$ cat src/rtl/mdu_pkg.sv
// Shared encodings for the EX-stage multiply/divide unit.
package mdu_pkg;

    // MDUOpE encodings as decoded by the ID stage
    typedef enum logic [2:0] {
        MDU_NONE  = 3'b000,
        MDU_MULT  = 3'b001,
        MDU_MULTU = 3'b010,
        MDU_DIV   = 3'b011,
        MDU_DIVU  = 3'b100,
        MDU_MTHI  = 3'b101,
        MDU_MTLO  = 3'b110,
        MDU_RSVD  = 3'b111
    } mduOp_t;

    typedef enum logic [1:0] {
        MDU_IDLE = 2'b00,
        MDU_BUSY = 2'b01,
        MDU_DONE = 2'b10
    } mduState_t;

    // 32 restoring iterations plus one sign-fix cycle
    localparam int unsigned DIV_CYCLES = 33;

    function automatic logic isMulDiv(input logic [2:0] op);
        return (op == MDU_MULT) || (op == MDU_MULTU) || (op == MDU_DIV) || (op == MDU_DIVU);
    endfunction

    function automatic logic isMul(input logic [2:0] op);
        return (op == MDU_MULT) || (op == MDU_MULTU);
    endfunction

endpackage

$ cat src/rtl/mdu_div_iter.sv
// 32-iteration restoring divider on unsigned magnitudes; one quotient bit per cycle.
module mdu_div_iter (
    input  logic        clk,
    input  logic        resetn,
    input  logic        start,
    input  logic        cancel,
    input  logic [31:0] dividend,
    input  logic [31:0] divisor,
    output logic [31:0] quotient,
    output logic [31:0] remainder,
    output logic        done
);
    logic [31:0] remQ;
    logic [31:0] quoQ;
    logic [31:0] divQ;
    logic [4:0]  iterQ;
    logic        busyQ;
    logic        doneQ;
    logic [32:0] remShift;
    logic [32:0] trial;

    // Partial remainder is always below the divisor, so 33 bits hold the shifted value
    assign remShift = {remQ, quoQ[31]};
    assign trial    = remShift - {1'b0, divQ};

    // Iteration state: the dividend shifts out of quoQ as quotient bits shift in
    always_ff @(posedge clk or negedge resetn) begin
        if (!resetn) begin
            remQ  <= '0;
            quoQ  <= '0;
            divQ  <= '0;
            iterQ <= '0;
            busyQ <= 1'b0;
            doneQ <= 1'b0;
        end else if (cancel) begin
            busyQ <= 1'b0;
            doneQ <= 1'b0;
        end else if (start) begin
            remQ  <= '0;
            quoQ  <= dividend;
            divQ  <= divisor;
            iterQ <= '0;
            busyQ <= 1'b1;
            doneQ <= 1'b0;
        end else if (busyQ) begin
            if (!trial[32]) begin
                remQ <= trial[31:0];
                quoQ <= {quoQ[30:0], 1'b1};
            end else begin
                remQ <= remShift[31:0];
                quoQ <= {quoQ[30:0], 1'b0};
            end
            iterQ <= iterQ + 5'd1;
            if (iterQ == 5'd31) begin
                busyQ <= 1'b0;
                doneQ <= 1'b1;
            end
        end
    end

    assign quotient  = quoQ;
    assign remainder = remQ;
    assign done      = doneQ;

endmodule

$ cat src/rtl/mdu_unit.sv
// EX-stage multiply/divide unit owning HI/LO; stalls the pipe while an op is in flight.
module mdu_unit
    import mdu_pkg::*;
#(
    parameter int unsigned MUL_CYCLES = 3
) (
    input  logic        clk,
    input  logic        resetn,
    input  logic [2:0]  MDUOpE,
    input  logic [31:0] SrcAE,
    input  logic [31:0] SrcBE,
    input  logic        CancelE,
    input  logic        HoldE,
    output logic        MDUReadyE,
    output logic [31:0] HI,
    output logic [31:0] LO
);
    // Counter runs down to zero; the commit happens on the edge after it reaches zero
    localparam logic [5:0] MulLoad = 6'(MUL_CYCLES - 1);
    localparam logic [5:0] DivLoad = 6'(DIV_CYCLES - 1);

    mduState_t   state;
    logic [5:0]  counter;
    logic [2:0]  opQ;
    logic [31:0] aQ;
    logic [31:0] bQ;
    logic        accept;

    assign accept = (state == MDU_IDLE) && isMulDiv(MDUOpE) && !CancelE;

    // Multiplier: product of the live operands enters the chain on the acceptance edge
    logic        signedMul;
    logic [63:0] mulA;
    logic [63:0] mulB;
    logic [63:0] product;
    logic [63:0] mulPipe [MUL_CYCLES];

    assign signedMul = (MDUOpE == MDU_MULT);
    assign mulA      = {{32{signedMul & SrcAE[31]}}, SrcAE};
    assign mulB      = {{32{signedMul & SrcBE[31]}}, SrcBE};
    assign product   = mulA * mulB;

    // Retiming chain; stage MUL_CYCLES-1 holds the accepted product at the commit edge
    always_ff @(posedge clk or negedge resetn) begin
        if (!resetn) begin
            for (int i = 0; i < MUL_CYCLES; i++) mulPipe[i] <= '0;
        end else begin
            mulPipe[0] <= product;
            for (int i = 1; i < MUL_CYCLES; i++) mulPipe[i] <= mulPipe[i-1];
        end
    end

    // Divider works on magnitudes; signs are restored from the latched operands
    logic        signedDiv;
    logic [31:0] divA;
    logic [31:0] divB;
    logic        divStart;
    logic [31:0] divQuo;
    logic [31:0] divRem;
    logic        divDone;

    assign signedDiv = (MDUOpE == MDU_DIV);
    assign divA      = (signedDiv && SrcAE[31]) ? -SrcAE : SrcAE;
    assign divB      = (signedDiv && SrcBE[31]) ? -SrcBE : SrcBE;
    assign divStart  = accept && !isMul(MDUOpE);

    mdu_div_iter u_div (
        .clk       (clk),
        .resetn    (resetn),
        .start     (divStart),
        .cancel    (CancelE),
        .dividend  (divA),
        .divisor   (divB),
        .quotient  (divQuo),
        .remainder (divRem),
        .done      (divDone)
    );

    logic [31:0] divHi;
    logic [31:0] divLo;
    logic [31:0] resHi;
    logic [31:0] resLo;
    logic        commit;

    // Sign fix: quotient truncates toward zero, remainder follows the dividend
    always_comb begin
        divHi = divRem;
        divLo = divQuo;
        if (bQ == 32'd0) begin
            divHi = aQ;
            divLo = 32'hFFFF_FFFF;
        end else if (opQ == MDU_DIV) begin
            if (aQ[31] ^ bQ[31]) divLo = -divQuo;
            if (aQ[31])          divHi = -divRem;
        end
    end

    assign resHi  = isMul(opQ) ? mulPipe[MUL_CYCLES-1][63:32] : divHi;
    assign resLo  = isMul(opQ) ? mulPipe[MUL_CYCLES-1][31:0]  : divLo;
    assign commit = (counter == 6'd0) && (isMul(opQ) || divDone);

    // Control FSM plus the HI/LO architectural registers
    always_ff @(posedge clk or negedge resetn) begin
        if (!resetn) begin
            state   <= MDU_IDLE;
            counter <= '0;
            opQ     <= MDU_NONE;
            aQ      <= '0;
            bQ      <= '0;
            HI      <= '0;
            LO      <= '0;
        end else begin
            unique case (state)
                MDU_IDLE: begin
                    if (accept) begin
                        opQ     <= MDUOpE;
                        aQ      <= SrcAE;
                        bQ      <= SrcBE;
                        counter <= isMul(MDUOpE) ? MulLoad : DivLoad;
                        state   <= MDU_BUSY;
                    end else if (!CancelE && !HoldE) begin
                        if (MDUOpE == MDU_MTHI) HI <= SrcAE;
                        if (MDUOpE == MDU_MTLO) LO <= SrcAE;
                    end
                end
                MDU_BUSY: begin
                    // Cancel beats a same-edge commit
                    if (CancelE) begin
                        state <= MDU_IDLE;
                    end else if (commit) begin
                        HI    <= resHi;
                        LO    <= resLo;
                        state <= MDU_DONE;
                    end else if (counter != 6'd0) begin
                        counter <= counter - 6'd1;
                    end
                end
                MDU_DONE: begin
                    // Hold here so a stalled instruction cannot restart itself
                    if (CancelE || !HoldE) state <= MDU_IDLE;
                end
                default: state <= MDU_IDLE;
            endcase
        end
    end

    // Stall request to the hazard unit
    always_comb begin
        MDUReadyE = 1'b1;
        if (resetn) begin
            unique case (state)
                MDU_IDLE: MDUReadyE = !accept;
                MDU_BUSY: MDUReadyE = 1'b0;
                default:  MDUReadyE = 1'b1;
            endcase
        end
    end

endmodule

$ cat config.mk
export PLATFORM = sky130hd
export DESIGN_NAME = mdu_unit
export DESIGN_NICKNAME = d
export VERILOG_FILES = /design/src/rtl/mdu_pkg.sv /design/src/rtl/mdu_div_iter.sv /design/src/rtl/mdu_unit.sv
export SDC_FILE = /design/constraint.sdc
export NUM_CORES = 2
export LEC_CHECK = 0
export CAP_MARGIN = 30
export CORE_UTILIZATION = 25
export DETAILED_ROUTE_END_ITERATION = 10
export GPL_ROUTABILITY_DRIVEN = 0
export GPL_TIMING_DRIVEN = 0
export HOLD_SLACK_MARGIN = 0.15
export PLACE_DENSITY_LB_ADDON = 0.3
export SETUP_SLACK_MARGIN = 0.15
export SYNTH_ARGS = -nofsm -noshare
export SYNTH_HDL_FRONTEND = slang
export SYNTH_SLANG_ARGS = --single-unit
$ cat constraint.sdc
create_clock -name clk -period 6.98 [get_ports clk]
set_input_delay 1.396 -clock clk [delete_from_list [all_inputs] [get_ports clk]]
set_output_delay 1.396 -clock clk [all_outputs]
set_load 0.05 [all_outputs]
==> flow_summary.toml <==
[run_status]
outcome = "complete, but fails checks"
violations = "negative setup slack"

[clock_tree]
h-tree-depth = 2
clk-insertion-delay-late_ps = 620
cts_num_sinks = 434
cts_max_path_buffers = 3
root_buffer = "clkbuf_16"
cts_buffers = 43
clk_pin_slew_ps = 70
cts_tree = "yes"

[logic_synthesis]
synth_flop_cell = "dfrtp_1"
seq_area_frac_synth = 0.1882
ys_ff_latch = 434
ys_types = 81
syn_avg_cell_area_sq_um = 9.533
synth_fp_nets = 7500
synth_edf_count = 0
yosysWarnings = 0
synth_cells = 6052
ys_async_sr_fraction = 1.000
syn-cell-area_sq_um = 57690

[timing]
relSlewSlack = 0.2534
setup_viol_count_final = 45
fin_ws_ps = -2213
min_period_over_period = 1.317
worst_pin_slew_ps = 1105
period_needed_ps = 9193
hold_viol = 0
finClkSkew_ps = 45.08
rsz0062_at_grt = "yes"
finalMaxSlewViolations = 0
fmaxAchievable_mhz = 108.8

[layout]
multi_input_area_sq_um = 42610
n_fill_cell = 23647
final_cells = 9487
syn_to_final_growth_pct = 21.91
drive_gt1_frac = 0.1634
register_area_sq_um = 10860
fin_nets = 7886
stdcell_area_sq_um = 70330

[floorplanning]
rows = 175
num_io_pins = 136
core_area_sq_um = 228400
die_area_sq_um = 232700
start_util = 0.2526
chipHeight_microns = 482.4
die_w_microns = 482.4

[global_route]
grt_pass1_wl_microns = 345000
grt_usage = 0.2070
grt_max_degree = 132
grt_pass1_vias = 47924
grt-ovfl-total = 0
antenna_found_initial = 31

[worst_setup_path]
max_stage_delay_ps = 650
setup.worst_path.class = "in -> reg"
cpMostUsedCell = "fa_1"
critPathCaptureType = "flop"
cp.required_ps = 7460
crit_path_max_fanout = 4
critPathSlowestCell = "fa_2"
critPathLaunchType = "input pin"
crit_arrival_ps = 9670

[routing]
routed-via-count = 46161
drtIter0Drc = 4751
avgViaCountPerCell = 4.866
ant_nets = 0
firstDrtPassIters = 8
wl_microns = 242200
wl_per_cell_microns = 25.53
drc = 0

[place]
dp_hpwl_microns = 194600
portBuffers = 107
placedCellCount = 9206
place_area_sq_um = 63910

[worst_hold_path]
hp-class = "reg -> reg"

[flow_run]
cap_violations = 0
==> worst max-delay path: cells and delay by family <==
kind	cells	cell delay, ps
buffers and inverters	11	1410
adders and majority gates	9	4500
and+or+nand+nor	9	1340
xor gates and xnor gates	1	190
AOI/OAI and AO/OA	4	780
==> sequential cells by signal, summed over array words and instances, names as in the netlist <==
signal and flops:
LO 32, bQ 32, u_div.done 1, u_div.iterQ 5, u_div.busyQ 1, u_div.divQ 32
opQ 3, state 2, aQ 32, u_div.quotient 32, counter 6, u_div.remainder 32
HI 32, mulPipe 192
==> repair_timing <==
action / CTS / global route
hold buffers: 0 / 0
cloned: 0 / 2
buffers inserted: 114 / 80
endpoints found under the setup margin: 54 / 48
pin swaps: 116 / 174
resized for setup: 766 / 352
==> cells in the mapped netlist, types with 22 or more instances <==
library cell | n | area, sq um
ha_1 | 251 | 3141
a211oi_1 | 46 | 345.3
nor2_1 | 231 | 867.1
a31oi_1 | 46 | 287.8
inv_1 | 1185 | 4448
fa_1 | 1126 | 22540
xnor2_1 | 122 | 1069
clkbuf_1 | 280 | 1051
buf_1 | 65 | 244.0
xor2_1 | 97 | 849.6
nor3_1 | 36 | 180.2
a21oi_1 | 164 | 820.8
o31ai_1 | 25 | 187.7
nand3_1 | 23 | 115.1
mux2_2 | 87 | 979.7
o21ai_0 | 185 | 925.9
dfrtp_1 | 434 | 10860
nand2_1 | 887 | 3329
a22oi_1 | 22 | 165.2
and2_1 | 341 | 2133
o221ai_1 | 36 | 315.3
a21o_1 | 47 | 352.8
nor4_1 | 23 | 143.9
==> final cells by class <==
| type | instances | share of cell area |
|---|---|---|
| antenna | 9 | 0.0003202 |
| buffer | 362 | 0.05245 |
| clock buffer | 54 | 0.01717 |
| clock inverter | 22 | 0.003825 |
| inverter | 1185 | 0.06374 |
| multi-input combinational | 4070 | 0.6059 |
| sequential | 434 | 0.1544 |
| tap | 3009 | 0.05353 |
| timing repair buffer | 342 | 0.04867 |
==> metrics by stage <==
step	hold WS, ps	TNS [ps]	worst slack (ps)	util
finish	307.8	-59320	-2213	0.3080
global placement	333.5	-6527330	-14670	0.2771
detailed placement	334.7	-159280	-4628	0.2798
CTS	325.0	-53730	-2194	0.3008
global route	336.4	-65070	-2454	0.3079
floorplan	331.2	-41770	-1846	-
==> cells by family (layout without fill, tap and decap cells) <==
group | count (synthesis) | count (layout) | share of synthesized area
flops | 434 | 434 | 0.1882
mux | 95 | 95 | 0.01837
simple gates | 1674 | 1674 | 0.1334
buf+inv | 1548 | 1965 | 0.1032
compound gates | 705 | 705 | 0.07842
xor+xnor | 219 | 219 | 0.03325
other cells | 0 | 9 | 0
fa+ha+maj | 1377 | 1377 | 0.4452
==> layer usage <==
| metal | track usage | part of all wire | up-vias |
|---|---|---|---|
| met4 | 0.1158 | 0.071 | 6 |
| met2 | 0.3151 | 0.42 | 2477 |
| met3 | 0.05199 | 0.11 | 626 |
| met1 | 0.2672 | 0.40 | 23858 |
| met5 | 0 | 0.00032 | - |
| li1 | - | - | 19194 |
==> path summary, 6_finish.rpt <==
check                                   start                  end  slack [ps]  cells after the start
max in group asynchronous              resetn   u_div.quotient[19]        4660                      4
setup reg to reg           u_div.quotient[31]  u_div.remainder[23]        2490                     14
hold / removal                    mulPipe[68]           mulPipe[4]         310                      0
hold reg to reg                   mulPipe[68]           mulPipe[4]         310                      0
setup / recovery                    MDUOpE[1]         mulPipe[191]       -2210                     34
min in group asynchronous              resetn   u_div.remainder[9]         760                      1
==> cell usage in the layout (no fill, tap or decap), types with 40 or more instances in the layout <==
| cell type | instances |
|---|---|
| nor2_1 | 215 |
| inv_1 | 1131 |
| o21ai_0 | 158 |
| xor2_1 | 94 |
| clkdlybuf4s50_1 | 67 |
| inv_2 | 43 |
| fa_2 | 73 |
| ha_1 | 210 |
| mux2_2 | 87 |
| fa_1 | 1053 |
| a211oi_1 | 40 |
| nand2_1 | 871 |
| dfrtp_1 | 434 |
| buf_8 | 51 |
| and2_1 | 325 |
| ha_4 | 40 |
| clkbuf_2 | 43 |
| clkbuf_1 | 93 |
| a31oi_1 | 43 |
| clkbuf_16 | 86 |
| a21o_1 | 47 |
| a21oi_1 | 139 |
| buf_6 | 82 |
| buf_4 | 163 |
| clkbuf_8 | 57 |
| xnor2_1 | 106 |
Power is not shown: default switching activity piles up to over one toggle a cycle in this logic, so the estimate is an artifact.
